==> src/rtl/prescaled_updown_counter.sv <==
// rtl/prescaled_updown_counter.sv - prescaled up/down/bounce/hold modulo counter
// Optional sticky overflow flag: define CNT_OVF_STICKY_EN.
module prescaled_updown_counter #(
  parameter int WIDTH      = 4,
  parameter int PRESCALE_W = 26
) (
  input  logic                  clk,
  input  logic                  rst,
  input  logic                  en,
  input  logic [1:0]            mode,
  input  logic [PRESCALE_W-1:0] div,
  input  logic [WIDTH-1:0]      limit,
  input  logic                  load,
  input  logic [WIDTH-1:0]      load_val,
`ifdef CNT_OVF_STICKY_EN
  input  logic                  ovf_clr,
  output logic                  ovf_flag,
`endif
  output logic [WIDTH-1:0]      count,
  output logic                  dir,
  output logic                  tick,
  output logic                  tc
);

  localparam logic [1:0] MODE_UP     = 2'b00;
  localparam logic [1:0] MODE_DOWN   = 2'b01;
  localparam logic [1:0] MODE_BOUNCE = 2'b10;
  localparam logic [1:0] MODE_HOLD   = 2'b11;

  localparam logic [WIDTH-1:0]      CNT_ZERO = '0;
  localparam logic [WIDTH-1:0]      CNT_ONE  = WIDTH'(1);
  localparam logic [PRESCALE_W-1:0] PRE_ONE  = PRESCALE_W'(1);

  logic [PRESCALE_W-1:0] presc_q, presc_d;
  logic [WIDTH-1:0]      count_q, count_d;
  logic                  dir_q, dir_d;
  logic                  tick_q, tick_d;
  logic                  tc_q, tc_d;

  logic [WIDTH-1:0] step_count;
  logic             step_dir;
  logic             step_tc;
  logic [WIDTH-1:0] count_inc;
  logic [WIDTH-1:0] count_dec;

  assign count_inc = count_q + CNT_ONE;
  assign count_dec = count_q - CNT_ONE;

  // Result of one count step; only committed on a prescaler step edge.
  always_comb begin
    step_count = count_q;
    step_dir   = dir_q;
    step_tc    = 1'b0;
    case (mode)
      MODE_UP: begin
        step_dir = 1'b1;
        if (count_q >= limit) begin
          step_count = CNT_ZERO;
          step_tc    = 1'b1;
        end else begin
          step_count = count_inc;
        end
      end
      MODE_DOWN: begin
        step_dir = 1'b0;
        if (count_q == CNT_ZERO || count_q > limit) begin
          step_count = limit;
          step_tc    = 1'b1;
        end else begin
          step_count = count_dec;
        end
      end
      MODE_BOUNCE: begin
        // Direction turns on the step that reaches an end; sitting on an end
        // (after load, mode or limit change) bounces straight off it.
        if (count_q > limit) begin
          step_count = limit;
          step_dir   = 1'b0;
          step_tc    = 1'b1;
        end else if (dir_q) begin
          if (count_q == limit) begin
            step_count = (limit == CNT_ZERO) ? CNT_ZERO : limit - CNT_ONE;
            step_dir   = 1'b0;
            step_tc    = 1'b1;
          end else begin
            step_count = count_inc;
            if (count_inc == limit) begin
              step_dir = 1'b0;
              step_tc  = 1'b1;
            end
          end
        end else begin
          if (count_q == CNT_ZERO) begin
            step_count = (limit == CNT_ZERO) ? CNT_ZERO : CNT_ONE;
            step_dir   = 1'b1;
            step_tc    = 1'b1;
          end else begin
            step_count = count_dec;
            if (count_q == CNT_ONE) begin
              step_dir = 1'b1;
              step_tc  = 1'b1;
            end
          end
        end
      end
      default: begin
        step_count = count_q;
        step_dir   = dir_q;
        step_tc    = 1'b0;
      end
    endcase
  end

  always_comb begin
    presc_d = presc_q;
    count_d = count_q;
    dir_d   = dir_q;
    tick_d  = 1'b0;
    tc_d    = 1'b0;
    if (load) begin
      count_d = load_val;
      presc_d = '0;
    end else if (en) begin
      if (presc_q >= div) begin
        presc_d = '0;
        tick_d  = 1'b1;
        count_d = step_count;
        dir_d   = step_dir;
        tc_d    = step_tc;
      end else begin
        presc_d = presc_q + PRE_ONE;
      end
    end
  end

  always_ff @(posedge clk or posedge rst) begin
    if (rst) begin
      presc_q <= '0;
      count_q <= '0;
      dir_q   <= 1'b1;
      tick_q  <= 1'b0;
      tc_q    <= 1'b0;
    end else begin
      presc_q <= presc_d;
      count_q <= count_d;
      dir_q   <= dir_d;
      tick_q  <= tick_d;
      tc_q    <= tc_d;
    end
  end

  assign count = count_q;
  assign dir   = dir_q;
  assign tick  = tick_q;
  assign tc    = tc_q;

`ifdef CNT_OVF_STICKY_EN
  logic ovf_q, ovf_d;

  // Set dominates clear so a wrap coinciding with ovf_clr is never lost.
  always_comb begin
    ovf_d = tc_d | (ovf_q & ~ovf_clr);
  end

  always_ff @(posedge clk or posedge rst) begin
    if (rst) begin
      ovf_q <= 1'b0;
    end else begin
      ovf_q <= ovf_d;
    end
  end

  assign ovf_flag = ovf_q;
`endif

endmodule

==> config.mk <==
export PLATFORM = sky130hd
export DESIGN_NAME = prescaled_updown_counter
export DESIGN_NICKNAME = d
export VERILOG_FILES = /design/src/rtl/prescaled_updown_counter.sv
export SDC_FILE = /design/constraint.sdc
export NUM_CORES = 1
export LEC_CHECK = 0
export ABC_AREA = 1
export BUFFER_PORTS_ARGS = -buffer_cell sky130_fd_sc_hd__buf_2
export CELL_PAD_IN_SITES_DETAIL_PLACEMENT = 0
export CELL_PAD_IN_SITES_GLOBAL_PLACEMENT = 1
export CORE_MARGIN = 10
export CORE_UTILIZATION = 30
export DETAILED_ROUTE_END_ITERATION = 6
export PLACE_DENSITY_LB_ADDON = 0.1
export SYNTH_ARGS = -nofsm -noshare
export SYNTH_HDL_FRONTEND = slang
export SYNTH_SLANG_ARGS = --single-unit
==> constraint.sdc <==
create_clock -name clk -period 1.8 [get_ports clk]
set_input_delay 0.36 -clock clk [delete_from_list [all_inputs] [get_ports clk]]
set_output_delay 0.36 -clock clk [all_outputs]
set_load 0.02 [all_outputs]
==> flow_summary.yaml <==
global_routing:
  grt_max_degree: 34
  globalRouteMet2Util: 0.1950
  grt_pass1_wl_um: 18680
  busiest_layer: "met1"
  overflow: 0
  use_met1: 0.2065
  grt_use_total: 0.1366
  grt_util_met3: 0.02936
  grt_pass1_vias: 3798
  antenna_found_initial: 0
worst_setup_path:
  rr_worst_depth: 10
  cp.depth: 10
  critPathCaptureType: "flop"
  critPathBufInv: 2
  crit_type: "flop to flop"
  crit_fanout: 5
  worstPathRequired_ps: 1960
  slowest_stage: "dfrtp_1"
  crit_chain: "ha_4 > nand2_2 > buf_4 > nor4_4 > nand2_1 > nand3_4 > nor2_4 > buf_12 > nand3b_1 > o21ai_2"
  critical_path_arrival_ps: 2220
  critPathLaunchType: "flop"
  critPathMaxStageDelay_ps: 410
  path_delay_family: "simple AND/OR/NAND/NOR gates"
sta:
  maxSlewHeadroom: 0.6838
  fmax_mhz: 487.0
  fin_crit_sh: 1.141
  worst-slew-pin-transition_ps: 474.3
  fin_crit_ps: 2053
  worst_slack_ps: -253.3
  fin_skew_ps: 4.682
  final_max_slew_viol_count: 0
  setup_tns_ps: -6793
  finalSetupViolations: 33
  rsz0062_at_grt: "true"
  finalHoldViolations: 0
route:
  first_pass_iters: 5
  drt_iter0_drc: 237
  routedWlPerCell_um: 13.80
  drt-total-wl_um: 11730
  antenna_left: 0
  vias_per_cell: 4.634
  num_vias: 3939
  drc: 0
placement:
  place_hpwl_um: 9399
  gp_congestion: 0.8621
  portBuffers: 46
final_layout:
  finish.utilization: 0.4542
  diodes: 0
  layout-drive-gt1-share: 0.3550
  area_growth_syn_to_layout_pct: 45.76
  final_nets: 786
yosys:
  syn_area_um2: 3603
  syn_area_per_cell_um2: 6.333
  synth_area_leaders: "dfrtp_1 (22%), nand2_1 (18%), ha_1 (14%)"
  ys_types: 38
  yosysTopAreaCellShare: 0.2222
  synth_nets: 649
  yosysWarnings: 0
  synth_top_cell_by_area: "dfrtp_1"
  synth_seq_cells: 33
  ys_seq_area_frac: 0.2295
  synthCells: 569
cts:
  ctsHoldBuffers: 0
  numCtsBuffers: 5
  clockBufferDepth: 2
  insertion_delay_ps: 280
  cts_root_buffer: "clkbuf_16"
  cts.clk_slew.worst_paths_ps: 50
  cts_num_sinks: 33
  tritoncts: "built"
  htree_levels: 2
min_path:
  min_path_type: "input pin to async pin"
floorplan:
  die_x_um: 129.6
  die_h_um: 129.6
  die-area_um2: 16790
  initial_utilization: 0.3116
  ioPinCount: 47
  rows: 39
  core_area_um2: 11560
power:
  pwr_density_cell_nw_per_um2: 532.5
  finalPower_mw: 2.797
  p_leak_nw: 2.817
  ir_worst_vdd_mv: 0.6705
run_status:
  violations: "setup timing"
  status: "finished, violations left"
job:
  drv_cap: 0
metal layers:
| metal | vias up | share of wire | wire [um] |
|---|---|---|---|
| li1 | 2079 | - | - |
| met1 | 1779 | 0.53 | 6238 |
| met2 | 77 | 0.42 | 4881 |
| met3 | 4 | 0.048 | 567 |
| met4 | 0 | 0.0039 | 46 |
| met5 | - | 0 | 0 |
state kept, by name, indices dropped and copies added, names as in the netlist:
name     cells
presc_q     26
tick         1
dir          1
tc           1
count        4
worst register-to-register path, delay by kind of cell (launching register included):
family / cells / cell delay (ps)
AO/OA/AOI/OAI: 1 / 70
adder cells (fa/ha/maj): 1 / 280
buffers and inverters: 2 / 280
flip-flops: 1 / 410
AND/OR/NAND/NOR: 6 / 920
cells by family after synthesis:
group / synth area share
compound gates: 0.08507
simple gates: 0.4010
fa+ha+maj: 0.1389
buf+inv: 0.1163
flops: 0.2295
xor+xnor: 0.02917
per-stage QoR:
stage	std cells	area [um^2]	setup WS, ps	hold WS, ps
finish	850	5253	-253.3	178.5
global route	850	5253	-350.8	223.9
CTS	837	4905	-232.9	195.1
detailed placement	826	4548	-563.6	493.9
global placement	826	4548	-567.9	485.9
floorplan	569	3611	6.670	488.0
final cells by class:
type                       count  area, um^2
fill                        1205        6312
multi-input combinational    430        2725
clock inverter                 1       30.03
sequential                    33       830.8
inverter                      99       375.4
tap                          143       178.9
timing repair buffer         137       969.7
clock buffer                   7       142.6
power by group:
part           switching, mW  internal, mW  total (mW)
clock network          0.322         0.691        1.01
registers             0.0231         0.767       0.790
logic                  0.568         0.425       0.993
synthesized netlist by cell type, drive strengths merged:
cell and number:
a21o 2, a21oi 16, a22oi 1, a31oi 3, buf 4, clkbuf 3
clkinv 1, dfrtp 32, dfstp 1, ha 40, inv 98, nand2 183
nand3 46, nand3b 1, nand4 12, nor2 66, nor3 7, nor3b 1
nor4 2, o21a 1, o21ai 27, o21bai 1, o31ai 3, or2 6
xnor2 2, xor2 10
worst paths after layout:
check                                             start                 endpoint  slack [ps]
worst max-delay path            presc_q[20]$_DFFE_PP0P_   presc_q[3]$_DFFE_PP0P_        -250
worst min register to register  presc_q[16]$_DFFE_PP0P_  presc_q[16]$_DFFE_PP0P_         630
min in group clk                                     en  presc_q[23]$_DFFE_PP0P_         400
worst max register to register  presc_q[20]$_DFFE_PP0P_   presc_q[3]$_DFFE_PP0P_        -250
worst min-delay path                                rst   presc_q[4]$_DFFE_PP0P_         180
max in group asynchronous                           rst          dir$_DFFE_PP1P_        1260
timing repair:
action / in CTS / in global routing
endpoints found under the setup margin: 33 / 33
pin swaps: 16 / 20
buffers inserted: 4 / 12
cloned: 0 / 1
gates resized for setup: 47 / 53
cell usage in the layout, fill, tap and decap left out, drive strengths merged:
| cell type | count |
|---|---|
| bufinv | 1 |
| a31oi | 3 |
| buf | 136 |
| nand2 | 183 |
| xnor2 | 2 |
| nand4 | 12 |
| nor4 | 2 |
| nor2 | 66 |
| nor3b | 1 |
| o21ai | 27 |
| nor3 | 7 |
| dfrtp | 32 |
| xor2 | 10 |
| ha | 40 |
| a21o | 2 |
| a21oi | 16 |
| o31ai | 3 |
| dfstp | 1 |
| or2 | 6 |
| o21a | 1 |
| clkbuf | 8 |
| nand3 | 46 |
| inv | 98 |
| o21bai | 1 |
| nand3b | 1 |
| a22oi | 1 |
| clkinv | 1 |
Power figures use the tool's default switching activity.
